$ cat config.mk
export PLATFORM = sky130hd
export DESIGN_NAME = axi_slave_ram_rw_flat
export DESIGN_NICKNAME = d
export VERILOG_FILES = /design/src/rtl/axi_slave_ram_rw_if.sv /design/src/rtl/axi_slave_ram_rw.sv /design/src/flat_wrapper.sv
export SDC_FILE = /design/constraint.sdc
export NUM_CORES = 2
export LEC_CHECK = 0
export CAP_MARGIN = 15
export CORE_MARGIN = 8
export CORE_UTILIZATION = 45
export CTS_BUF_LIST = sky130_fd_sc_hd__clkbuf_8
export DETAILED_ROUTE_END_ITERATION = 10
export GPL_TIMING_DRIVEN = 0
export SLEW_MARGIN = 20
export SYNTH_ARGS = -nofsm -noshare
export SYNTH_HDL_FRONTEND = slang
export SYNTH_SLANG_ARGS = --single-unit
$ cat constraint.sdc
create_clock -name aclk -period 3 [get_ports aclk]
set_input_delay 0.6 -clock aclk [delete_from_list [all_inputs] [get_ports aclk]]
set_output_delay 0.6 -clock aclk [all_outputs]
set_load 0.1 [all_outputs]
$ cat src/rtl/axi_slave_ram_rw_if.sv
// AXI4 bus bundle for the slave RAM: AR/R read channels and AW/W/B write channels.
// The slave modport is used by axi_slave_ram_rw; the master modport by whatever drives it.
interface axi_slave_ram_rw_if #(
    parameter int ADDRESS_WIDTH = 8,
    parameter int DATA_WIDTH    = 32
);
    localparam int NB = DATA_WIDTH / 8;

    // read address / read data
    logic [ADDRESS_WIDTH-1:0] araddr;
    logic [7:0]               arlen;
    logic [2:0]               arsize;
    logic [1:0]               arburst;
    logic                     arvalid;
    logic                     arready;
    logic [DATA_WIDTH-1:0]    rdata;
    logic [1:0]               rresp;
    logic                     rlast;
    logic                     rvalid;
    logic                     rready;

    // write address / write data / write response
    logic [ADDRESS_WIDTH-1:0] awaddr;
    logic [7:0]               awlen;
    logic [2:0]               awsize;
    logic [1:0]               awburst;
    logic                     awvalid;
    logic                     awready;
    logic [DATA_WIDTH-1:0]    wdata;
    logic [NB-1:0]            wstrb;
    logic                     wlast;
    logic                     wvalid;
    logic                     wready;
    logic [1:0]               bresp;
    logic                     bvalid;
    logic                     bready;

    modport slave (
        input  araddr, arlen, arsize, arburst, arvalid, rready,
        output arready, rdata, rresp, rlast, rvalid,
        input  awaddr, awlen, awsize, awburst, awvalid, wdata, wstrb, wlast, wvalid, bready,
        output awready, wready, bresp, bvalid
    );

    modport master (
        output araddr, arlen, arsize, arburst, arvalid, rready,
        input  arready, rdata, rresp, rlast, rvalid,
        output awaddr, awlen, awsize, awburst, awvalid, wdata, wstrb, wlast, wvalid, bready,
        input  awready, wready, bresp, bvalid
    );
endinterface

$ cat src/rtl/axi_slave_ram_rw.sv
// AXI4 slave RAM with independent read (AR/R) and write (AW/W/B) engines sharing one
// word array stored as byte lanes. FIXED and INCR bursts, byte strobes, SLVERR on
// illegal bursts and out-of-range beats.
// Optional feature: define AXI_RAM_WRAP_EN to support WRAP bursts (len+1 = 2/4/8/16);
// without it burst type 2 is treated as reserved.
module axi_slave_ram_rw #(
    parameter int ADDRESS_WIDTH = 8,
    parameter int DATA_WIDTH    = 32,
    parameter int DEPTH         = 64
) (
    input  logic              aclk,
    input  logic              aresetn,
    axi_slave_ram_rw_if.slave axi
);
    localparam int NB     = DATA_WIDTH / 8;
    localparam int LOG_NB = $clog2(NB);
    localparam int MW     = (DEPTH > 1) ? $clog2(DEPTH) : 1;

`ifdef AXI_RAM_WRAP_EN
    localparam bit WRAP_EN = 1'b1;
`else
    localparam bit WRAP_EN = 1'b0;
`endif

    localparam logic [1:0] RESP_OKAY   = 2'd0;
    localparam logic [1:0] RESP_SLVERR = 2'd2;

    typedef logic [ADDRESS_WIDTH-1:0] addr_t;

    // Whole-burst legality: oversize beats, reserved type, or an unsupported wrap length.
    function automatic logic burst_bad(input logic [2:0] size, input logic [1:0] burst,
                                       input logic [7:0] len);
        logic wrap_len_ok;
        wrap_len_ok = (len == 8'd1) || (len == 8'd3) || (len == 8'd7) || (len == 8'd15);
        burst_bad = (int'(size) > LOG_NB) || (burst == 2'd3) ||
                    ((burst == 2'd2) && !(WRAP_EN && wrap_len_ok));
    endfunction

    function automatic logic out_of_range(input addr_t a);
        out_of_range = 32'(a >> LOG_NB) >= 32'(DEPTH);
    endfunction

    // Address of the following beat; low (sub-word) bits ride along untouched.
    function automatic addr_t next_addr(input addr_t a, input logic [1:0] burst,
                                        input logic [7:0] len);
        addr_t inc;
        addr_t mask;
        inc  = a + addr_t'(NB);
        mask = addr_t'(((32'(len) + 32'd1) << LOG_NB) - 32'd1);
        if (burst == 2'd0)
            next_addr = a;
        else if (burst == 2'd2)
            next_addr = (a & ~mask) | (inc & mask);
        else
            next_addr = inc;
    endfunction

    function automatic logic [MW-1:0] word_idx(input addr_t a);
        word_idx = a[LOG_NB +: MW];
    endfunction

    // ---------------- read engine signals ----------------
    typedef enum logic {R_IDLE, R_DATA} r_state_t;
    r_state_t              r_state_reg;
    addr_t                 r_addr_reg;
    logic [7:0]            r_len_reg;
    logic [7:0]            r_cnt_reg;
    logic [1:0]            r_burst_reg;
    logic                  r_bad_reg;
    addr_t                 r_load_addr;
    logic                  r_load_bad;
    logic                  r_beat_err;
    logic [DATA_WIDTH-1:0] r_word;

    // ---------------- write engine signals ----------------
    typedef enum logic [1:0] {W_IDLE, W_DATA, W_RESP} w_state_t;
    w_state_t   w_state_reg;
    addr_t      w_addr_reg;
    logic [7:0] w_len_reg;
    logic [7:0] w_cnt_reg;
    logic [1:0] w_burst_reg;
    logic       w_bad_reg;
    logic       w_err_reg;
    logic       w_fire;
    logic       w_last_beat;
    logic       w_beat_err;
    logic       w_mismatch;
    logic       mem_we;

    // Address of the beat about to be loaded into rdata: the AR start address when idle,
    // otherwise the successor of the beat currently on the bus.
    always_comb begin
        if (r_state_reg == R_IDLE) begin
            r_load_addr = axi.araddr;
            r_load_bad  = burst_bad(axi.arsize, axi.arburst, axi.arlen);
        end else begin
            r_load_addr = next_addr(r_addr_reg, r_burst_reg, r_len_reg);
            r_load_bad  = r_bad_reg;
        end
    end

    assign r_beat_err  = r_load_bad || out_of_range(r_load_addr);

    assign w_fire      = (w_state_reg == W_DATA) && axi.wvalid;
    assign w_last_beat = (w_cnt_reg == w_len_reg);
    assign w_beat_err  = w_bad_reg || out_of_range(w_addr_reg);
    assign w_mismatch  = (axi.wlast != w_last_beat);
    assign mem_we      = w_fire && !w_beat_err;

    // Byte-lane storage: each lane is its own array so strobes map onto lane write enables.
    // Reads land in rdata on the clock edge, so a same-edge write is only seen by later beats.
    genvar gi;
    generate
        for (gi = 0; gi < NB; gi++) begin : g_lane
            logic [7:0] lane_mem [DEPTH];

            // Lane write, gated by this lane's strobe bit.
            always_ff @(posedge aclk) begin
                if (mem_we && axi.wstrb[gi])
                    lane_mem[word_idx(w_addr_reg)] <= axi.wdata[gi*8 +: 8];
            end

            assign r_word[gi*8 +: 8] = lane_mem[word_idx(r_load_addr)];
        end
    endgenerate

    // Read FSM: latch AR, present one beat at a time, advance on each R handshake.
    always_ff @(posedge aclk or negedge aresetn) begin
        if (!aresetn) begin
            r_state_reg <= R_IDLE;
            r_addr_reg  <= '0;
            r_len_reg   <= '0;
            r_cnt_reg   <= '0;
            r_burst_reg <= '0;
            r_bad_reg   <= 1'b0;
            axi.arready <= 1'b1;
            axi.rvalid  <= 1'b0;
            axi.rlast   <= 1'b0;
            axi.rdata   <= '0;
            axi.rresp   <= RESP_OKAY;
        end else begin
            case (r_state_reg)
                R_IDLE: begin
                    if (axi.arvalid) begin
                        r_addr_reg  <= r_load_addr;
                        r_len_reg   <= axi.arlen;
                        r_burst_reg <= axi.arburst;
                        r_bad_reg   <= r_load_bad;
                        r_cnt_reg   <= 8'd0;
                        axi.rdata   <= r_beat_err ? '0 : r_word;
                        axi.rresp   <= r_beat_err ? RESP_SLVERR : RESP_OKAY;
                        axi.rlast   <= (axi.arlen == 8'd0);
                        axi.rvalid  <= 1'b1;
                        axi.arready <= 1'b0;
                        r_state_reg <= R_DATA;
                    end
                end
                R_DATA: begin
                    if (axi.rready) begin
                        if (r_cnt_reg == r_len_reg) begin
                            axi.rvalid  <= 1'b0;
                            axi.rlast   <= 1'b0;
                            axi.arready <= 1'b1;
                            r_state_reg <= R_IDLE;
                        end else begin
                            r_addr_reg <= r_load_addr;
                            r_cnt_reg  <= r_cnt_reg + 8'd1;
                            axi.rdata  <= r_beat_err ? '0 : r_word;
                            axi.rresp  <= r_beat_err ? RESP_SLVERR : RESP_OKAY;
                            axi.rlast  <= ((r_cnt_reg + 8'd1) == r_len_reg);
                        end
                    end
                end
                default: r_state_reg <= R_IDLE;
            endcase
        end
    end

    // Write FSM: latch AW, count beats to awlen (wlast only checked), then hold B until bready.
    always_ff @(posedge aclk or negedge aresetn) begin
        if (!aresetn) begin
            w_state_reg <= W_IDLE;
            w_addr_reg  <= '0;
            w_len_reg   <= '0;
            w_cnt_reg   <= '0;
            w_burst_reg <= '0;
            w_bad_reg   <= 1'b0;
            w_err_reg   <= 1'b0;
            axi.awready <= 1'b1;
            axi.wready  <= 1'b0;
            axi.bvalid  <= 1'b0;
            axi.bresp   <= RESP_OKAY;
        end else begin
            case (w_state_reg)
                W_IDLE: begin
                    if (axi.awvalid) begin
                        w_addr_reg  <= axi.awaddr;
                        w_len_reg   <= axi.awlen;
                        w_burst_reg <= axi.awburst;
                        w_bad_reg   <= burst_bad(axi.awsize, axi.awburst, axi.awlen);
                        w_cnt_reg   <= 8'd0;
                        w_err_reg   <= 1'b0;
                        axi.awready <= 1'b0;
                        axi.wready  <= 1'b1;
                        w_state_reg <= W_DATA;
                    end
                end
                W_DATA: begin
                    if (axi.wvalid) begin
                        if (w_last_beat) begin
                            axi.wready  <= 1'b0;
                            axi.bvalid  <= 1'b1;
                            axi.bresp   <= (w_err_reg || w_beat_err || w_mismatch) ?
                                           RESP_SLVERR : RESP_OKAY;
                            w_state_reg <= W_RESP;
                        end else begin
                            w_addr_reg <= next_addr(w_addr_reg, w_burst_reg, w_len_reg);
                            w_cnt_reg  <= w_cnt_reg + 8'd1;
                            w_err_reg  <= w_err_reg || w_beat_err || w_mismatch;
                        end
                    end
                end
                W_RESP: begin
                    if (axi.bready) begin
                        axi.bvalid  <= 1'b0;
                        axi.awready <= 1'b1;
                        w_state_reg <= W_IDLE;
                    end
                end
                default: w_state_reg <= W_IDLE;
            endcase
        end
    end
endmodule

$ cat src/flat_wrapper.sv
// flat-port wrapper written by rule: the top's interface ports become plain ports
module axi_slave_ram_rw_flat 
#(
    parameter int ADDRESS_WIDTH = 8,
    parameter int DATA_WIDTH    = 32,
    parameter int DEPTH         = 64
)
  (aclk, aresetn, axi_araddr, axi_arlen, axi_arsize, axi_arburst, axi_arvalid, axi_rready, axi_arready, axi_rdata, axi_rresp, axi_rlast, axi_rvalid, axi_awaddr, axi_awlen, axi_awsize, axi_awburst, axi_awvalid, axi_wdata, axi_wstrb, axi_wlast, axi_wvalid, axi_bready, axi_awready, axi_wready, axi_bresp, axi_bvalid);
  axi_slave_ram_rw_if #(.ADDRESS_WIDTH(ADDRESS_WIDTH), .DATA_WIDTH(DATA_WIDTH)) axi_i ();
  input  logic aclk;
  input  logic aresetn;
  input wire logic [$bits(axi_i.araddr)-1:0] axi_araddr;
  input wire logic [$bits(axi_i.arlen)-1:0] axi_arlen;
  input wire logic [$bits(axi_i.arsize)-1:0] axi_arsize;
  input wire logic [$bits(axi_i.arburst)-1:0] axi_arburst;
  input wire logic [$bits(axi_i.arvalid)-1:0] axi_arvalid;
  input wire logic [$bits(axi_i.rready)-1:0] axi_rready;
  output wire logic [$bits(axi_i.arready)-1:0] axi_arready;
  output wire logic [$bits(axi_i.rdata)-1:0] axi_rdata;
  output wire logic [$bits(axi_i.rresp)-1:0] axi_rresp;
  output wire logic [$bits(axi_i.rlast)-1:0] axi_rlast;
  output wire logic [$bits(axi_i.rvalid)-1:0] axi_rvalid;
  input wire logic [$bits(axi_i.awaddr)-1:0] axi_awaddr;
  input wire logic [$bits(axi_i.awlen)-1:0] axi_awlen;
  input wire logic [$bits(axi_i.awsize)-1:0] axi_awsize;
  input wire logic [$bits(axi_i.awburst)-1:0] axi_awburst;
  input wire logic [$bits(axi_i.awvalid)-1:0] axi_awvalid;
  input wire logic [$bits(axi_i.wdata)-1:0] axi_wdata;
  input wire logic [$bits(axi_i.wstrb)-1:0] axi_wstrb;
  input wire logic [$bits(axi_i.wlast)-1:0] axi_wlast;
  input wire logic [$bits(axi_i.wvalid)-1:0] axi_wvalid;
  input wire logic [$bits(axi_i.bready)-1:0] axi_bready;
  output wire logic [$bits(axi_i.awready)-1:0] axi_awready;
  output wire logic [$bits(axi_i.wready)-1:0] axi_wready;
  output wire logic [$bits(axi_i.bresp)-1:0] axi_bresp;
  output wire logic [$bits(axi_i.bvalid)-1:0] axi_bvalid;
  assign axi_i.araddr = axi_araddr;
  assign axi_i.arlen = axi_arlen;
  assign axi_i.arsize = axi_arsize;
  assign axi_i.arburst = axi_arburst;
  assign axi_i.arvalid = axi_arvalid;
  assign axi_i.rready = axi_rready;
  assign axi_arready = axi_i.arready;
  assign axi_rdata = axi_i.rdata;
  assign axi_rresp = axi_i.rresp;
  assign axi_rlast = axi_i.rlast;
  assign axi_rvalid = axi_i.rvalid;
  assign axi_i.awaddr = axi_awaddr;
  assign axi_i.awlen = axi_awlen;
  assign axi_i.awsize = axi_awsize;
  assign axi_i.awburst = axi_awburst;
  assign axi_i.awvalid = axi_awvalid;
  assign axi_i.wdata = axi_wdata;
  assign axi_i.wstrb = axi_wstrb;
  assign axi_i.wlast = axi_wlast;
  assign axi_i.wvalid = axi_wvalid;
  assign axi_i.bready = axi_bready;
  assign axi_awready = axi_i.awready;
  assign axi_wready = axi_i.wready;
  assign axi_bresp = axi_i.bresp;
  assign axi_bvalid = axi_i.bvalid;
  axi_slave_ram_rw #(.ADDRESS_WIDTH(ADDRESS_WIDTH), .DATA_WIDTH(DATA_WIDTH), .DEPTH(DEPTH)) u_core (.aclk(aclk), .aresetn(aresetn), .axi(axi_i));
endmodule
# [Word level (Yosys, flattened, before mapping)]
# Memories as Yosys holds them, arrays and structs flattened.
# Cells that the tools add are included.
[op_classes] n_addsub=8 n_reduce_logical=34 magnitude_cmp=4 bitwise=9 n_mux=76 eq_ne=22
[op_table] operator="two-way mux 8 bit" count=17
[op_table] operator="two-way mux 32 bit" count=4
[op_table] operator="one-hot mux 32 bit (2 select lines)" count=1
[op_table] operator="one-hot mux 8 bit (2 select lines)" count=4
[op_table] operator="AND 8 bit" count=4
[op_table] operator="two-way mux 1 bit" count=31
[op_table] operator="== test 8 bit" count=3
[op_table] operator="two-way mux 2 bit" count=9
[op_table] operator="!= test 2 bit (second input constant)" count=9
[op_table] operator="adder 8 x 1 -> 8 bit (second input constant)" count=2
[op_table] operator="adder 8 x 3 -> 8 bit (second input constant)" count=2
[op_table] operator="NOT 8 bit" count=2
[op_table] operator="bitwise OR 8 bit" count=2
[op_table] operator="one-hot mux 1 bit (2 select lines)" count=8
[op_table] operator="AND reduction 4 bit" count=4
[op_table] operator="subtractor 8 x 1 -> 8 bit (second input constant)" count=2
[op_table] operator="== test 2 bit (second input constant)" count=7
[op_table] operator=">= comparator 6 x 7 -> 1 bit (second input constant)" count=2
[op_table] operator="adder 6 x 1 -> 6 bit (second input constant)" count=2
[op_table] operator="AND reduction 3 bit" count=4
[op_table] operator="zero test 8 bit" count=1
[op_table] operator="logical OR 1 bit" count=8
[op_table] operator="greater-than comparator 3 x 2 -> 1 bit (second input constant)" count=2
[op_table] operator="logical AND 1 bit" count=6
[op_table] operator="11 further kinds" count=17
[totals] mem_count=4 elab_cells=179 regBits=100 ram_bits=2048 in_bits=86 out_inout_bits=42
[mem_list] name="u_core.g_lane[0].lane_mem" words=64 word_bits=8 read_ports=1 rd_ports_with_merged_regs=0 write_ports=1 line="axi_slave_ram_rw.sv:115" source="logic [7:0] lane_mem [DEPTH];"
[mem_list] name="u_core.g_lane[1].lane_mem" words=64 word_bits=8 read_ports=1 rd_ports_with_merged_regs=0 write_ports=1 line="axi_slave_ram_rw.sv:115"
[mem_list] name="u_core.g_lane[2].lane_mem" words=64 word_bits=8 read_ports=1 rd_ports_with_merged_regs=0 write_ports=1 line="axi_slave_ram_rw.sv:115"
[mem_list] name="u_core.g_lane[3].lane_mem" words=64 word_bits=8 read_ports=1 rd_ports_with_merged_regs=0 write_ports=1 line="axi_slave_ram_rw.sv:115"

# [Longest topological paths before layout]
[logic_depth] ltp_word=14 ltp_mapped=14 ltp_nobuf=10

# [Worst setup path after synthesis]
# No wires, ideal clock.
[synth_path] path_kind="reg-to-reg" start="register u_core.r_len_reg[0]" end="register u_core.axi.rdata[21]" path_buffers=1 path_stages_with_launch=11 t_arrival_ns=2.731 setup_time_ns=0.131 path_slack_ns=0.138 period_less_slack_ns=2.862 t_required_ns=2.869 cell_sequence="dfrtp_1 -> ha_1 -> buf_2 -> nor4b_1 -> o41ai_1 -> or4_1 -> nand3_1 -> mux4_2 -> or4_1 -> o311ai_1 -> o31ai_1"
[synth_between] elab_chain_len=14 elab_cells_between_ends=20 classes_between="add/sub: 2; order compare: 1; eq/ne: 2; mux: 8; bitwise: 4; reduce/logical: 2; memory: 1"
[synth_lines] element="start: declaration" line="axi_slave_ram_rw.sv:66" source="logic [7:0] r_len_reg;"
[synth_lines] element="start signal: assignment" line="axi_slave_ram_rw.sv:146" source="r_len_reg <= axi.arlen;"
[synth_lines] element="parallel branches: the longest is 14 deep, another holds subtractor 8 x 1 -> 8 bit"
[synth_lines] element="end signal: assignment" line="axi_slave_ram_rw.sv:150" source="axi.rdata <= r_beat_err ? '0 : r_word;"
[synth_lines] element="end signal: assignment" line="axi_slave_ram_rw.sv:168" source="axi.rdata <= r_beat_err ? '0 : r_word;"
[synth_lines] element="end: declaration" line="axi_slave_ram_rw_if.sv:40" source="output arready, rdata, rresp, rlast, rvalid,"
# Parallel ways; which one is timed is not known. The select of a mux whose other input is x is not followed.
# A chain may end at the register's enable or synchronous reset.

# [Worst setup path after layout]
[layout_path] start="register u_core.r_len_reg[1]" end="register u_core.axi.rdata[4]"
# Same word-level chain as after synthesis.

==> flow_summary.json <==
{
  "final-max-slew-violation-count": 0,
  "fin_area_sq_um": 104000,
  "reg_top3": "u_core.g_lane.lane_mem (2048), u_core.axi.rdata (32)",
  "synth.area.top_cells": "edfxtp_1 (71%), nand2_1 (6.9%), nand3_1 (3.7%), mux4_2 (3.5%), dfrtp_1 (2.7%)",
  "die_h_um": 454,
  "fin_util_pct": 54.6,
  "area_growth_syn_to_layout_pct": 20.6,
  "drc": 0,
  "clockBufferDepth": 4,
  "chipWidth_um": 454,
  "cts_tree": "yes",
  "path_cells": "ha_4 -> xnor3_1 -> o2111ai_2 -> buf_4 -> nand3_4 -> buf_12 -> bufbuf_16 -> buf_8 -> nand2_1 -> a32oi_2 -> nand4_1 -> nand3_4 -> a22oi_2 -> o211ai_1",
  "endpoint_kind": "register",
  "post_layout_nonfiller_instances": 9594,
  "die_area_sq_um": 206000,
  "max_stage_delay_ns": 0.57,
  "io_pins": 128,
  "synth.yosys.seq_area_share_pct": 74.1,
  "period_minus_slack_ns": 3.69,
  "grt_start_max_net_pins": 65,
  "cts_buffers": 362,
  "drt_iter0_drc": 7179,
  "ant_nets": 0,
  "syn_area_sq_um": 86200,
  "place_congestion": 0.988,
  "setup_viol": 63,
  "timing.critical_path.mode_cell": "nand3_4",
  "crit_arrival_ns": 4.59,
  "wl_um": 282000,
  "dr.pass1.iters": 6,
  "wl_per_cell_um": 29.4,
  "outcome": "finished, violations left",
  "initial_core_util_pct": 45.3,
  "port-buffer-count": 121,
  "worst-path-max-fanout": 10,
  "synthDistinctLibCells": 70,
  "vias": 56700,
  "synth_enable_flop_cells": 2048,
  "grt_pass1_vias": 55100,
  "grt_first_pass_wirelength_um": 395000,
  "clock_latency_ns": 1.09,
  "synth_top_area_share_pct": 71.3,
  "regMostFlops": "u_core.g_lane.lane_mem",
  "overflow": 0,
  "post_dp_cell_area_sq_um": 91300,
  "ctsHtreeMaxLevel": 5,
  "largest_reg_flops": 2048,
  "startpoint_type": "register",
  "ctsRootBufferMaster": "clkbuf_8",
  "grt_usage_pct": 26.7,
  "path_clk_slew_ns": 0.06,
  "rsz0062_at_grt": "yes",
  "dp.cells": 8869,
  "tightestPinTransition_ns": 1.24,
  "period_share_pct": 123,
  "clock-sinks": 2142,
  "hold_path_class": "input pin to register",
  "timing.critical_path.buf_inv": 4,
  "fmaxAchievable_mhz": 271,
  "holdWs_ns": 0.0740,
  "std_cell_rows": 160,
  "hold_viol": 0,
  "path_class": "register to register",
  "viasPerCell": 5.91,
  "violations": "negative setup slack",
  "drive_above_1_share_pct": 23.4,
  "synth_top_cell_by_area": "edfxtp_1",
  "dp.final_hpwl_um": 202000,
  "skew_ns": 0.0920,
  "worst_ep_required_time_ns": 3.90,
  "ys_ff_latch": 2142,
  "maxCapViolCount": 0,
  "syn_area_per_cell_sq_um": 13.9,
  "antenna_found_initial": 17,
  "nets": 6915,
  "async_flop_share_pct": 4.39,
  "ys_warn_count": 0,
  "worst_slack_ns": -0.688,
  "cp_top_family": "compound AO/OA/AOI/OAI gates",
  "slowest_stage": "a22oi_2",
  "relSlewSlack_pct": 17.6,
  "netlist_instances": 6196,
  "yosys_most_used_dff": "edfxtp_1",
  "fp.coreArea_sq_um": 190000
}
[stage by stage]
step	setup WS (ns)	setup TNS, ns
2_1_floorplan	0.138	0
3_3_place_gp	-3.20	-5626.38
3_5_place_dp	-2.64	-1800.52
4_1_cts	-0.599	-22.97
5_1_grt	-0.633	-20.65
6_report	-0.688	-15.16
[final cells by class]
type	count	area, sq um
clock buffer	380	5230
multi-input combinational	3619	24200
clock inverter	237	1110
fill	15300	86400
tap	2511	3140
antenna	8	20.0
buffer	408	3080
timing repair buffer	273	3290
sequential	2142	63900
inverter	16	60.1
[final timing paths]
| path | from | end | slack [ns] | cells after the start |
|---|---|---|---|---|
| min in group asynchronous | aresetn | u_core.r_cnt_reg[4]$_DFFE_PN0P_ | 0.11 | 2 |
| worst max-delay path | u_core.r_len_reg[1]$_DFFE_PN0P_ | u_core.axi.rdata[4]$_DFFE_PN0P_ | -0.69 | 14 |
| worst max register to register | u_core.r_len_reg[1]$_DFFE_PN0P_ | u_core.axi.rdata[4]$_DFFE_PN0P_ | -0.69 | 14 |
| worst min-delay path | axi_wdata[9] | u_core.g_lane[1].lane_mem[18][1]$_DFFE_PP_ | 0.07 | 1 |
| worst min register to register | u_core.r_addr_reg[7]$_DFFE_PN0P_ | u_core.r_addr_reg[7]$_DFFE_PN0P_ | 0.48 | 2 |
| max in group asynchronous | aresetn | u_core.axi.awready$_DFFE_PN1P_ | 2.02 | 3 |
[cells in the final DEF (no fill, tap or decap), types with 32 or more instances in the layout]
cell | netlist | routed
inv_1 | 15 | 155
clkbuf_4 | 0 | 60
clkbuf_1 | 207 | 40
mux4_2 | 133 | 133
a311oi_1 | 62 | 40
nand4_1 | 223 | 223
clkbuf_2 | 0 | 77
buf_4 | 9 | 135
nor2_1 | 329 | 62
clkinv_1 | 1 | 58
o211ai_1 | 35 | 35
clkbuf_8 | 0 | 393
nand2_1 | 1587 | 1571
nor2_2 | 2 | 69
a32oi_1 | 63 | 33
nor2_4 | 0 | 200
buf_12 | 0 | 57
nand3_4 | 0 | 44
dfrtp_1 | 92 | 90
buf_6 | 32 | 54
buf_2 | 130 | 90
nand3_1 | 642 | 581
a21oi_1 | 97 | 85
edfxtp_1 | 2048 | 2048
and3_1 | 74 | 70
a22oi_2 | 0 | 32
mux2i_1 | 106 | 87
clkdlybuf4s50_1 | 0 | 48
[layer usage]
metal,GRT usage [%],wire length [um],vias up
li1,-,-,24500
met1,35.9,111000,28700
met2,41.4,129000,2957
met3,5.55,25900,654
met4,13.2,16200,8
met5,0,54,-
[worst reg2reg max path: cells and delay by family (launching register included)]
family | cells | cell delay, ns
buffers and inverters | 4 | 0.78
XOR/XNOR | 1 | 0.40
adder cells (fa/ha/maj) | 1 | 0.20
flip-flops | 1 | 0.45
AO/OA/AOI/OAI | 4 | 1.11
AND/OR/NAND/NOR | 4 | 0.63
[kinds of logic (layout without fill, tap and decap cells)]
logic type	Yosys count	after routing	synth area share (%)
muxes	261	261	5.00
adders and majority gates	7	7	0.102
xor gates and xnor gates	40	40	0.422
buffers and inverters	436	1314	2.40
AOI/OAI and AO/OA	397	397	3.33
DFF	2142	2142	74.1
other	1	10	0.00435
and+or+nand+nor	2912	2912	14.7
[cells in the mapped netlist (35+ instances only)]
| master | number |
|---|---|
| buf_2 | 130 |
| a32oi_1 | 63 |
| buf_1 | 42 |
| nand2_1 | 1587 |
| a21oi_1 | 97 |
| nand4_1 | 223 |
| o211ai_1 | 35 |
| clkbuf_1 | 207 |
| mux2i_1 | 106 |
| nor2_1 | 329 |
| mux4_2 | 133 |
| and3_1 | 74 |
| edfxtp_1 | 2048 |
| nand3_1 | 642 |
| dfrtp_1 | 92 |
| a311oi_1 | 62 |
[what timing repair did]
item                                   in CTS  in global routing
resized for setup                        1144                325
setup endpoints to repair                2068               1606
pin swaps                                 118                152
gates cloned                                3                  5
endpoints found under the hold margin     594                  0
setup buffers                              53                 26
hold buffers                               26                  0
Power is not shown: default switching activity piles up to over one toggle a cycle in this logic, so the estimate is an artifact.
